File: src/rtl/sram_arbiter_if.sv
// Bus bundle for the two-port SRAM arbiter: requester handshakes plus the SRAM pins.
// slave = arbiter side, master = requesters and SRAM device side.
interface sram_arbiter_if #(
  parameter int AW = 21,
  parameter int DW = 8
);
  logic          req0;
  logic          req1;
  logic          we0;
  logic          we1;
  logic [AW-1:0] addr0;
  logic [AW-1:0] addr1;
  logic [DW-1:0] wdata0;
  logic [DW-1:0] wdata1;
  logic          ack0;
  logic          ack1;
  logic [DW-1:0] rdata;
  logic          busy;
  logic [AW-1:0] SRAM_A;
  logic [DW-1:0] sram_dq_o;
  logic [DW-1:0] sram_dq_i;
  logic          sram_dq_oe;
  logic          SRAM_nCE;
  logic          SRAM_nOE;
  logic          SRAM_nWE;

  modport slave (
    input  req0, req1, we0, we1, addr0, addr1, wdata0, wdata1, sram_dq_i,
    output ack0, ack1, rdata, busy, SRAM_A, sram_dq_o, sram_dq_oe,
           SRAM_nCE, SRAM_nOE, SRAM_nWE
  );

  modport master (
    output req0, req1, we0, we1, addr0, addr1, wdata0, wdata1, sram_dq_i,
    input  ack0, ack1, rdata, busy, SRAM_A, sram_dq_o, sram_dq_oe,
           SRAM_nCE, SRAM_nOE, SRAM_nWE
  );
endinterface

File: src/rtl/sram_arbiter.sv
// Two-port asynchronous SRAM arbiter (port 0 video/DMA, port 1 CPU) with registered strobes.
// Define SRAM_ARB_ROUND_ROBIN_EN for round-robin on contention; otherwise port 0 has fixed priority.
//
// state  | meaning
// IDLE   | waiting for a request; grant and transaction fields latched on exit
// SETUP  | address valid, nCE low; nOE low for reads, data driven for writes
// STROBE | WAIT_CYCLES cycles of nOE (read) or nWE (write) low
// DONE   | strobes released, ack pulse; writes keep nCE/data for hold time
module sram_arbiter #(
  parameter int AW          = 21,
  parameter int DW          = 8,
  parameter int WAIT_CYCLES = 1
) (
  input  logic          clk_sys,
  input  logic          reset,
  sram_arbiter_if.slave bus
);

  typedef enum logic [1:0] {IDLE, SETUP, STROBE, DONE} state_t;

  localparam logic [3:0] STROBE_LOAD = 4'(WAIT_CYCLES - 1);

  state_t        state, state_nxt;
  logic [3:0]    cnt, cnt_nxt;
  logic          grant, grant_nxt;
  logic          lat_we, lat_we_nxt;
  logic [AW-1:0] addr_nxt;
  logic [DW-1:0] wdata_nxt;

`ifdef SRAM_ARB_ROUND_ROBIN_EN
  logic          last_grant, last_grant_nxt;

  always_ff @(posedge clk_sys) begin
    if (reset) last_grant <= 1'b1;
    else       last_grant <= last_grant_nxt;
  end
`endif

  always_ff @(posedge clk_sys) begin
    if (reset) begin
      state  <= IDLE;
      cnt    <= 4'd0;
      grant  <= 1'b0;
      lat_we <= 1'b0;
    end else begin
      state  <= state_nxt;
      cnt    <= cnt_nxt;
      grant  <= grant_nxt;
      lat_we <= lat_we_nxt;
    end
  end

  // SRAM_A and sram_dq_o double as the latched address and write data.
  always_comb begin
    state_nxt  = state;
    cnt_nxt    = cnt;
    grant_nxt  = grant;
    lat_we_nxt = lat_we;
    addr_nxt   = bus.SRAM_A;
    wdata_nxt  = bus.sram_dq_o;
`ifdef SRAM_ARB_ROUND_ROBIN_EN
    last_grant_nxt = last_grant;
`endif
    case (state)
      IDLE: begin
        if (bus.req0 || bus.req1) begin
`ifdef SRAM_ARB_ROUND_ROBIN_EN
          grant_nxt      = (bus.req0 && bus.req1) ? ~last_grant : bus.req1;
          last_grant_nxt = grant_nxt;
`else
          grant_nxt      = ~bus.req0;
`endif
          lat_we_nxt = grant_nxt ? bus.we1    : bus.we0;
          addr_nxt   = grant_nxt ? bus.addr1  : bus.addr0;
          wdata_nxt  = grant_nxt ? bus.wdata1 : bus.wdata0;
          state_nxt  = SETUP;
        end
      end
      SETUP: begin
        cnt_nxt   = STROBE_LOAD;
        state_nxt = STROBE;
      end
      STROBE: begin
        if (cnt == 4'd0) state_nxt = DONE;
        else             cnt_nxt   = cnt - 4'd1;
      end
      DONE:    state_nxt = IDLE;
      default: state_nxt = IDLE;
    endcase
  end

  // Outputs are decoded from the next state so every pin comes straight from a flop.
  always_ff @(posedge clk_sys) begin
    if (reset) begin
      bus.SRAM_A     <= '0;
      bus.sram_dq_o  <= '0;
      bus.sram_dq_oe <= 1'b0;
      bus.SRAM_nCE   <= 1'b1;
      bus.SRAM_nOE   <= 1'b1;
      bus.SRAM_nWE   <= 1'b1;
      bus.ack0       <= 1'b0;
      bus.ack1       <= 1'b0;
      bus.busy       <= 1'b0;
      bus.rdata      <= '0;
    end else begin
      bus.SRAM_A     <= addr_nxt;
      bus.sram_dq_o  <= wdata_nxt;
      bus.sram_dq_oe <= lat_we_nxt && (state_nxt != IDLE);
      bus.SRAM_nCE   <= !((state_nxt == SETUP) || (state_nxt == STROBE) ||
                          ((state_nxt == DONE) && lat_we_nxt));
      bus.SRAM_nOE   <= !(!lat_we_nxt && ((state_nxt == SETUP) || (state_nxt == STROBE)));
      bus.SRAM_nWE   <= !(lat_we_nxt && (state_nxt == STROBE));
      bus.ack0       <= (state_nxt == DONE) && !grant_nxt;
      bus.ack1       <= (state_nxt == DONE) && grant_nxt;
      bus.busy       <= (state_nxt != IDLE);
      if ((state == STROBE) && (state_nxt == DONE) && !lat_we)
        bus.rdata <= bus.sram_dq_i;
    end
  end

endmodule

File: src/flat_wrapper.sv
// flat-port wrapper written by rule: the top's interface ports become plain ports
module sram_arbiter_flat 
#(
  parameter int AW          = 21,
  parameter int DW          = 8,
  parameter int WAIT_CYCLES = 1
)
  (clk_sys, reset, bus_req0, bus_req1, bus_we0, bus_we1, bus_addr0, bus_addr1, bus_wdata0, bus_wdata1, bus_sram_dq_i, bus_ack0, bus_ack1, bus_rdata, bus_busy, bus_SRAM_A, bus_sram_dq_o, bus_sram_dq_oe, bus_SRAM_nCE, bus_SRAM_nOE, bus_SRAM_nWE);
  sram_arbiter_if #(.AW(AW), .DW(DW)) bus_i ();
  input  logic clk_sys;
  input  logic reset;
  input wire logic [$bits(bus_i.req0)-1:0] bus_req0;
  input wire logic [$bits(bus_i.req1)-1:0] bus_req1;
  input wire logic [$bits(bus_i.we0)-1:0] bus_we0;
  input wire logic [$bits(bus_i.we1)-1:0] bus_we1;
  input wire logic [$bits(bus_i.addr0)-1:0] bus_addr0;
  input wire logic [$bits(bus_i.addr1)-1:0] bus_addr1;
  input wire logic [$bits(bus_i.wdata0)-1:0] bus_wdata0;
  input wire logic [$bits(bus_i.wdata1)-1:0] bus_wdata1;
  input wire logic [$bits(bus_i.sram_dq_i)-1:0] bus_sram_dq_i;
  output wire logic [$bits(bus_i.ack0)-1:0] bus_ack0;
  output wire logic [$bits(bus_i.ack1)-1:0] bus_ack1;
  output wire logic [$bits(bus_i.rdata)-1:0] bus_rdata;
  output wire logic [$bits(bus_i.busy)-1:0] bus_busy;
  output wire logic [$bits(bus_i.SRAM_A)-1:0] bus_SRAM_A;
  output wire logic [$bits(bus_i.sram_dq_o)-1:0] bus_sram_dq_o;
  output wire logic [$bits(bus_i.sram_dq_oe)-1:0] bus_sram_dq_oe;
  output wire logic [$bits(bus_i.SRAM_nCE)-1:0] bus_SRAM_nCE;
  output wire logic [$bits(bus_i.SRAM_nOE)-1:0] bus_SRAM_nOE;
  output wire logic [$bits(bus_i.SRAM_nWE)-1:0] bus_SRAM_nWE;
  assign bus_i.req0 = bus_req0;
  assign bus_i.req1 = bus_req1;
  assign bus_i.we0 = bus_we0;
  assign bus_i.we1 = bus_we1;
  assign bus_i.addr0 = bus_addr0;
  assign bus_i.addr1 = bus_addr1;
  assign bus_i.wdata0 = bus_wdata0;
  assign bus_i.wdata1 = bus_wdata1;
  assign bus_i.sram_dq_i = bus_sram_dq_i;
  assign bus_ack0 = bus_i.ack0;
  assign bus_ack1 = bus_i.ack1;
  assign bus_rdata = bus_i.rdata;
  assign bus_busy = bus_i.busy;
  assign bus_SRAM_A = bus_i.SRAM_A;
  assign bus_sram_dq_o = bus_i.sram_dq_o;
  assign bus_sram_dq_oe = bus_i.sram_dq_oe;
  assign bus_SRAM_nCE = bus_i.SRAM_nCE;
  assign bus_SRAM_nOE = bus_i.SRAM_nOE;
  assign bus_SRAM_nWE = bus_i.SRAM_nWE;
  sram_arbiter #(.AW(AW), .DW(DW), .WAIT_CYCLES(WAIT_CYCLES)) u_core (.clk_sys(clk_sys), .reset(reset), .bus(bus_i));
endmodule
File: config.mk
export PLATFORM = sky130hd
export DESIGN_NAME = sram_arbiter_flat
export DESIGN_NICKNAME = d
export VERILOG_FILES = /design/src/rtl/sram_arbiter_if.sv /design/src/rtl/sram_arbiter.sv /design/src/flat_wrapper.sv
export SDC_FILE = /design/constraint.sdc
export NUM_CORES = 1
export LEC_CHECK = 0
export ABC_AREA = 1
export CELL_PAD_IN_SITES_DETAIL_PLACEMENT = 1
export CELL_PAD_IN_SITES_GLOBAL_PLACEMENT = 1
export CORE_MARGIN = 2
export CORE_UTILIZATION = 27
export CTS_CLUSTER_DIAMETER = 40
export DETAILED_ROUTE_END_ITERATION = 16
export HOLD_SLACK_MARGIN = 0.08
export PLACE_DENSITY_LB_ADDON = 0.05
export SLEW_MARGIN = 20
export SYNTH_ARGS = -nofsm -noshare
export SYNTH_HDL_FRONTEND = slang
export SYNTH_SLANG_ARGS = --single-unit
File: constraint.sdc
create_clock -name clk_sys -period 2.4 [get_ports clk_sys]
set_input_delay 0.24 -clock clk_sys [delete_from_list [all_inputs] [get_ports clk_sys]]
set_output_delay 0.24 -clock clk_sys [all_outputs]
set_load 0.005 [all_outputs]
==> run summary, run 1 <==
FLOORPLANNING
----------------------------------------------------------------------------------------
Die Span X                                                                         94 um
Total Die Area                                                                 8840 um^2
Effective utilization at floorplan                                                 28.0%
Vert. Die Dim                                                                      94 um
Number of rows created at floorplan                                                   32
Floorplan Core Area                                                            7810 um^2
I/O pin total                                                                        116

PWR
----------------------------------------------------------------------------------------
P per Cell Area                                                              789 nW/um^2
Worst-case vdd ir drop                                                          0.294 mV
Pleak                                                                            1.41 nW

CRITICAL PATH
----------------------------------------------------------------------------------------
Required time of the critical path                                               2.60 ns
Count of cells along the worst register-to-register path                              12
Gate family responsible for the most delay along the worst path             simple AND/OR/NAND/NOR gates
Worst path bufs/invs                                                                   4
Data arrival, critical path                                                      2.29 ns
Launch point of the worst reg-to-reg path                                   u_core.state[0]
Crit path max-delay cell type                                                    dfxtp_1
Worst-path cell chain                                                       inv_1 > ha_1 > inv_1 > nor2_1 > nand2_1 > nand2_1 > ha_1 > inv_1 > nor3_4 > inv_1 > nor2_1 > nor2_1
Largest stage delay on the critical path                                         0.32 ns
Library cell appearing most often on the critical path                             inv_1
Worst setup path startpoint                                                 u_core.state[0]
Crit path kind                                                                   reg2reg
Crit Reg-Reg Endpoint                                                       u_core.bus.rdata[6]
Maximum fanout along the worst path                                                    9
Endpoint kind of the worst setup timing path                                    register
Startpoint Class                                                                register
R2R Setup Slk                                                                    0.31 ns

CLOCK NETWORK
----------------------------------------------------------------------------------------
Buffer cell driving the clock tree root                                         clkbuf_8
Clock Latency Late Sink                                                          0.30 ns
Number of buffers inserted by post-CTS setup repair                                    0
Post-CTS sizing                                                                        0
Clock buffer count from CTS                                                            5
Maximum clock path buffer count                                                        2
Worst-path clk slew                                                              0.09 ns
H-tree levels                                                                          2
Hold-fix buffer count after cts                                                        0
Clock Sinks                                                                           52
TritonCTS clock tree                                                                 yes

STA
----------------------------------------------------------------------------------------
RSZ-0062 raised after global routing                                                  no
Minimum period implied by the final worst setup slack                            2.09 ns
Worst Skew                                                                    0.00484 ns
Final Hold Vio Count                                                                   0
Crit share post-route                                                              87.0%
Actual transition at the worst max-transition pin                               0.428 ns
Final Worst Setup Slack                                                         0.312 ns
Number of endpoints failing setup at the final stage                                   0
Final max-slew violation count                                                         0
Worst slew slack as a fraction of its limit                                        71.4%
Maximum clock frequency                                                          479 MHz
Sum of negative setup slack                                                         0 ns

GLOBAL ROUTING
----------------------------------------------------------------------------------------
Total overflow reported by the global router                                           0
Vias in the first global route                                                      2395
Antenna violations before repair                                                       0
Busiest layer in global routing                                                     met2
Global routing usage summed across all routing layers                              16.0%
Wire length of the first global-routing pass                                    11300 um
Global-route track usage on met2                                                   27.4%
Met1 Resource Use GR                                                               19.2%
Pin count of the biggest net entering global routing                                  42
Global-route track usage on met3                                                   5.94%

ROUTING
----------------------------------------------------------------------------------------
Detailed Route WL                                                                6850 um
Iteration-0 DRC Markers                                                               38
Vias per cell                                                                       4.58
DRC errors left                                                                        0
TritonRoute pass-1 iters                                                               3
Wirelength per Cell                                                              13.7 um
Via count                                                                           2281
Post-detailed-route count of antenna-violating nets                                    0

YOSYS
----------------------------------------------------------------------------------------
Count of flip-flops with a built-in enable after synthesis                             0
Top_reg_cell synth                                                               dfxtp_1
Post-synth top cells                                                        nand2_1 (77), dfxtp_1 (52), a31oi_1 (29), o21ai_0 (29), nor2_1 (27)
Flip-flop and latch count after synthesis                                             52
Post-synthesis cell type count                                                        20
Largest cells by area after synthesis                                       dfxtp_1 (48%), nand2_1 (13%), a31oi_1 (8.3%), o21ai_0 (6.6%), nor2_1 (4.6%)
FFs w/ async S/R, synth                                                               0%
Leading area contributor after synthesis                                         dfxtp_1
Area of the mapped netlist                                                     2190 um^2
Number of warnings printed during yosys synthesis                                      0
Number of instances in the synthesized netlist                                       285
Part of the Yosys area used for sequential elements                                47.6%
Area share of the largest cell type after synthesis                                47.6%
Synthesized area divided by synthesized cell count                             7.67 um^2
Syn Nets                                                                             364
Most instantiated library cell after synthesis                                   nand2_1

WORST HOLD PATH
----------------------------------------------------------------------------------------
Destination of the worst hold path                                          u_core.cnt[0]
Hold_sp                                                                     u_core.cnt[0]
Hold Path Class                                                                  reg2reg
Count of cells along the worst hold path                                               1

FINAL LAYOUT
----------------------------------------------------------------------------------------
Post-route core utilization                                                        45.1%
Fin nets                                                                             474
Design Area, Final                                                             3520 um^2
Number of standard cells in the layout, taps in and fillers out                      498
Diode count                                                                            0
Post-synthesis to final-layout area growth                                         60.9%
Proportion of layout cells with a drive suffix above 1                             4.04%

PLACED DESIGN
----------------------------------------------------------------------------------------
Placement Setup Slack                                                           0.224 ns
Global placer's final weighted congestion                                          0.763
Total half-perimeter wirelength after legalization and detailed placement        4960 um
Placed instance area                                                           3410 um^2
Port buffer count                                                                    115
Cell total after placement                                                           490

STATUS
----------------------------------------------------------------------------------------
Status                                                                         completed

RUN
----------------------------------------------------------------------------------------
Maximum capacitance violations                                                         0

## worst max-delay path by stage
| stage | slack [ns] | endpoint | cells after the start |
|---|---|---|---|
| after global placement | 0.30 | u_core.bus.rdata[0] | 11 |
| after detailed placement | 0.22 | u_core.bus.rdata[6] | 11 |
| after floorplan | 0.63 | u_core.bus.rdata[0] | 12 |
| after global routing | 0.02 | u_core.bus.rdata[5] | 12 |
| final | 0.31 | u_core.bus.rdata[6] | 12 |
| after CTS | 0.26 | u_core.bus.rdata[6] | 12 |
## sequential cells by signal, summed over array words and instances, names as in the netlist
signal                 count
u_core.bus.rdata           8
u_core.bus.SRAM_nCE        1
u_core.state               2
u_core.lat_we              1
u_core.bus.ack1            1
u_core.bus.busy            1
u_core.grant               1
u_core.bus.sram_dq_o       8
u_core.bus.SRAM_nWE        1
u_core.bus.SRAM_A         21
u_core.bus.sram_dq_oe      1
u_core.cnt                 4
u_core.bus.SRAM_nOE        1
u_core.bus.ack0            1
## report_power, final
part | internal (mW) | switching [mW] | total [mW]
combinational | 0.558 | 0.483 | 1.04
clock | 0.310 | 0.287 | 0.597
sequential | 1.05 | 0.0874 | 1.14
total | 1.92 | 0.857 | 2.78
## per-layer routing
layer  vias up  share of wire, %
li1       1166                 -
met1      1040                45
met2        69                46
met3         6               8.2
met4         0              0.92
met5         -                 0
## placed cells by master, fill, tap and decap left out
master,n
clkdlybuf4s50_1,115
nand2_1,77
dfxtp_1,52
o21ai_0,29
a31oi_1,29
nor2_1,27
inv_1,15
o21ai_1,10
nand3_1,9
ha_1,7
a21oi_1,6
clkbuf_8,5
buf_4,4
nand2_2,2
o21bai_1,1
nor3_4,1
nor3_1,1
or2_2,1
nand3b_1,1
clkinv_2,1
bufinv_16,1
clkbuf_1,1
buf_12,1
## cell type report
type | instances | area [um^2]
clock inverters | 2 | 35.0
fillers | 952 | 4290
clock buffers | 6 | 72.6
well taps | 102 | 128
flip-flops and latches | 52 | 1040
repair buffers | 120 | 1200
inverters | 15 | 56.3
multi-input cells | 201 | 985
## stage by stage
| stage | power (mW) | hold slack [ns] |
|---|---|---|
| 2_1_floorplan | 1.66 | 0.375 |
| 3_3_place_gp | 2.20 | 0.439 |
| 3_5_place_dp | 2.22 | 0.454 |
| 4_1_cts | 2.83 | 0.469 |
| 5_1_grt | 2.99 | 0.494 |
| 6_report | 2.78 | 0.459 |
## cell families (layout without fill, tap and decap cells)
kind of cell,count (synthesis),in the layout,share of synthesized area (%)
buf+inv,32,143,7.38
simple gates,119,119,22.1
fa+ha+maj,7,7,4.00
flops,52,52,47.6
compound gates,75,75,18.9
## worst reg2reg max path, cell delays in order (launching register included)
cell	delay (ns)
dfxtp_1	0.32
inv_1	0.13
ha_1	0.19
inv_1	0.11
nor2_1	0.10
nand2_1	0.07
nand2_1	0.08
ha_1	0.17
inv_1	0.09
nor3_4	0.32
inv_1	0.22
nor2_1	0.14
nor2_1	0.05
Note: power is estimated with default switching activity, not from simulation.
==> run 2: changes to the inputs <==
==> constraint.sdc (replaced) <==
create_clock -name clk_sys -period 2.4 [get_ports clk_sys]
set_input_delay 0.6 -clock clk_sys [delete_from_list [all_inputs] [get_ports clk_sys]]
set_output_delay 0.6 -clock clk_sys [all_outputs]
set_load 0.005 [all_outputs]
==> run 2 against run 1 <==
Net effect: utilization rose by 0.13 points; sequential share of layout area decreased by 0.084 points; total power about the same; non-clock buffer count rose by 3; critical endpoint is now u_core.bus.SRAM_A[4]; largest power group unchanged; highest routed layer unchanged.
==> run summary, run 2 (synthesis gave the netlist of run 1 again) <==
STATUS
----------------------------------------------------------------------------------------
Status                                                                         completed

FINAL LAYOUT
----------------------------------------------------------------------------------------
Commonest non-fill, non-tap cell in the layout                              clkdlybuf4s50_1
Diode count                                                                            0
Registers with the most flip-flops                                          u_core.bus.SRAM_A: 21 flops, u_core.bus.rdata: 8 flops, u_core.bus.sram_dq_o: 8 flops
Fin nets                                                                             477
Post-synthesis to final-layout area growth                                         61.3%
Largest register by flop count                                              u_core.bus.SRAM_A
Number of standard cells in the layout, taps in and fillers out                      501
Most frequent cells in the layout                                           clkdlybuf4s50_1 (115), nand2_1 (77), dfxtp_1 (52)
Post-route core utilization                                                        45.2%
Flip-flop count of the largest register after layout                                  21
Design Area, Final                                                             3530 um^2
Proportion of layout cells with a drive suffix above 1                             4.76%
Fillcell total                                                                       942

GLOBAL ROUTING
----------------------------------------------------------------------------------------
Wire length of the first global-routing pass                                    11600 um
Antenna violations before repair                                                       0
Pin count of the biggest net entering global routing                                  42
Global routing usage summed across all routing layers                              16.5%
Vias in the first global route                                                      2401
Total overflow reported by the global router                                           0

FLOORPLANNING
----------------------------------------------------------------------------------------
Floorplan Core Area                                                            7810 um^2
Effective utilization at floorplan                                                 28.0%
Die Span X                                                                         94 um
Number of rows created at floorplan                                                   32
Total Die Area                                                                 8840 um^2
I/O pin total                                                                        116
Vert. Die Dim                                                                      94 um

PWR
----------------------------------------------------------------------------------------
Net Sw Power                                                                      860 uW
Switching part of the total power                                                  31.0%
Pleak                                                                            1.42 nW
Clock group share of total power                                                   21.5%
P per Cell Area                                                              786 nW/um^2
Combinational power share                                                          37.3%
Power Internal                                                                   1.91 mW
Worst-case vdd ir drop                                                          0.317 mV
Sequential share of power                                                          41.3%

STA
----------------------------------------------------------------------------------------
Final Hold Vio Count                                                                   0
Worst Skew                                                                     0.0112 ns
RSZ-0062 raised after global routing                                                  no
Final Worst Setup Slack                                                         0.341 ns
Sum of negative setup slack                                                         0 ns
Number of endpoints failing setup at the final stage                                   0
Final max-slew violation count                                                         0
Worst slew slack as a fraction of its limit                                        72.6%
Maximum clock frequency                                                          486 MHz
Crit share post-route                                                              85.8%
Actual transition at the worst max-transition pin                               0.406 ns
Minimum period implied by the final worst setup slack                            2.06 ns

ROUTING
----------------------------------------------------------------------------------------
Post-detailed-route count of antenna-violating nets                                    0
Wirelength per Cell                                                              14.0 um
Detailed Route WL                                                                6990 um
Via count                                                                           2300
Iteration-0 DRC Markers                                                               44
DRC errors left                                                                        0
TritonRoute pass-1 iters                                                               4
Vias per cell                                                                       4.59

PLACED DESIGN
----------------------------------------------------------------------------------------
Placement Setup Slack                                                          0.0209 ns
Placed instance area                                                           3420 um^2
Port buffer count                                                                    115
Global placer's final weighted congestion                                          0.791
Cell total after placement                                                           493
Total half-perimeter wirelength after legalization and detailed placement        5030 um

CLOCK NETWORK
----------------------------------------------------------------------------------------
TritonCTS clock tree                                                                 yes
Clock Sinks                                                                           52
Worst-path clk slew                                                              0.10 ns
Buffer cell driving the clock tree root                                         clkbuf_8
Post-CTS sizing                                                                        0
Clock Latency Late Sink                                                          0.30 ns
Hold-fix buffer count after cts                                                        0
H-tree levels                                                                          2
Number of buffers inserted by post-CTS setup repair                                    0
Maximum clock path buffer count                                                        2
Clock buffer count from CTS                                                            5

CRITICAL PATH
----------------------------------------------------------------------------------------
Maximum fanout along the worst path                                                   32
Launch point of the worst reg-to-reg path                                   u_core.state[0]
Crit Reg-Reg Endpoint                                                       u_core.bus.rdata[6]
Startpoint Class                                                               input pin
Required time of the critical path                                               2.62 ns
Count of cells along the worst register-to-register path                              12
Data arrival, critical path                                                      2.28 ns
R2R Setup Slk                                                                    0.47 ns
Worst setup path startpoint                                                     bus_req0
Critical path destination                                                   u_core.bus.SRAM_A[4]
Crit path kind                                                                    in2reg
Endpoint kind of the worst setup timing path                                    register

RUN
----------------------------------------------------------------------------------------
Maximum capacitance violations                                                         0

WORST HOLD PATH
----------------------------------------------------------------------------------------
Hold Path Class                                                                  reg2reg

-- run 2: changes by cell type in the layout (fill, tap and decap cells not counted), sizes merged --
| cell | previous run | this run |
|---|---|---|
| buf | 5 | 8 |
-- run 2: final cells by class --
type	instances	area [um^2]	share of cell area, %
inverters	15	56.3	1.60
clock buffers	6	72.6	2.06
clock inverters	2	35.0	0.993
repair buffers	123	1210	34.3
multi-input cells	201	985	27.9
well taps	102	128	3.62
flip-flops and latches	52	1040	29.5
-- run 2: through the flow --
step | power, mW | hold slack (ns)
2_1_floorplan | 1.66 | 0.422
3_3_place_gp | 2.18 | 0.438
3_5_place_dp | 2.21 | 0.454
4_1_cts | 2.82 | 0.470
5_1_grt | 3.00 | 0.513
6_report | 2.77 | 0.467
-- run 2: critical path: stages --
cell and delay (ns):
clkdlybuf4s50_1 0.49, buf_4 0.34, nand2_2 0.12, nand2_2 0.10, buf_4 0.30, o21ai_0 0.12, a31oi_1 0.19
-- run 2: worst min-delay path by stage --
stage | startpoint | endpoint | slack (ns) | cells past startpoint
after floorplan | u_core.cnt[0] | u_core.cnt[0] | 0.42 | 1
after global placement | u_core.cnt[0] | u_core.cnt[0] | 0.44 | 1
after detailed placement | u_core.cnt[0] | u_core.cnt[0] | 0.45 | 1
after CTS | u_core.cnt[0] | u_core.cnt[0] | 0.47 | 1
after global routing | u_core.cnt[0] | u_core.cnt[0] | 0.51 | 1
final | u_core.cnt[0] | u_core.cnt[0] | 0.47 | 1
-- run 2: power groups by stage --
stage / Clock [mW] / Sequential (mW) / Combinational [mW]
2_1_floorplan: 0 / 1.17 / 0.495
5_1_grt: 0.662 / 1.17 / 1.17
4_1_cts: 0.621 / 1.15 / 1.05
3_5_place_dp: 0 / 1.16 / 1.04
3_3_place_gp: 0 / 1.16 / 1.03
6_report: 0.595 / 1.14 / 1.03
-- run 2: routing by layer --
layer	vias to the layer above	wire (um)	global-route usage (%)
met5	-	0	0
li1	1175	-	-
met4	0	82	3.50
met2	71	3120	27.3
met1	1048	3260	20.6
met3	6	526	5.86
==> run 3: changes to the inputs <==
--- a/config.mk
+++ b/config.mk
@@ -12,6 +12,7 @@
 export CORE_UTILIZATION = 27
 export CTS_CLUSTER_DIAMETER = 40
 export DETAILED_ROUTE_END_ITERATION = 16
+export GPL_ROUTABILITY_DRIVEN = 0
 export HOLD_SLACK_MARGIN = 0.08
 export PLACE_DENSITY_LB_ADDON = 0.05
 export SLEW_MARGIN = 20
==> results of run 3 <==
Same layout as run 2: the final DEF is identical, and so are final timing and power.
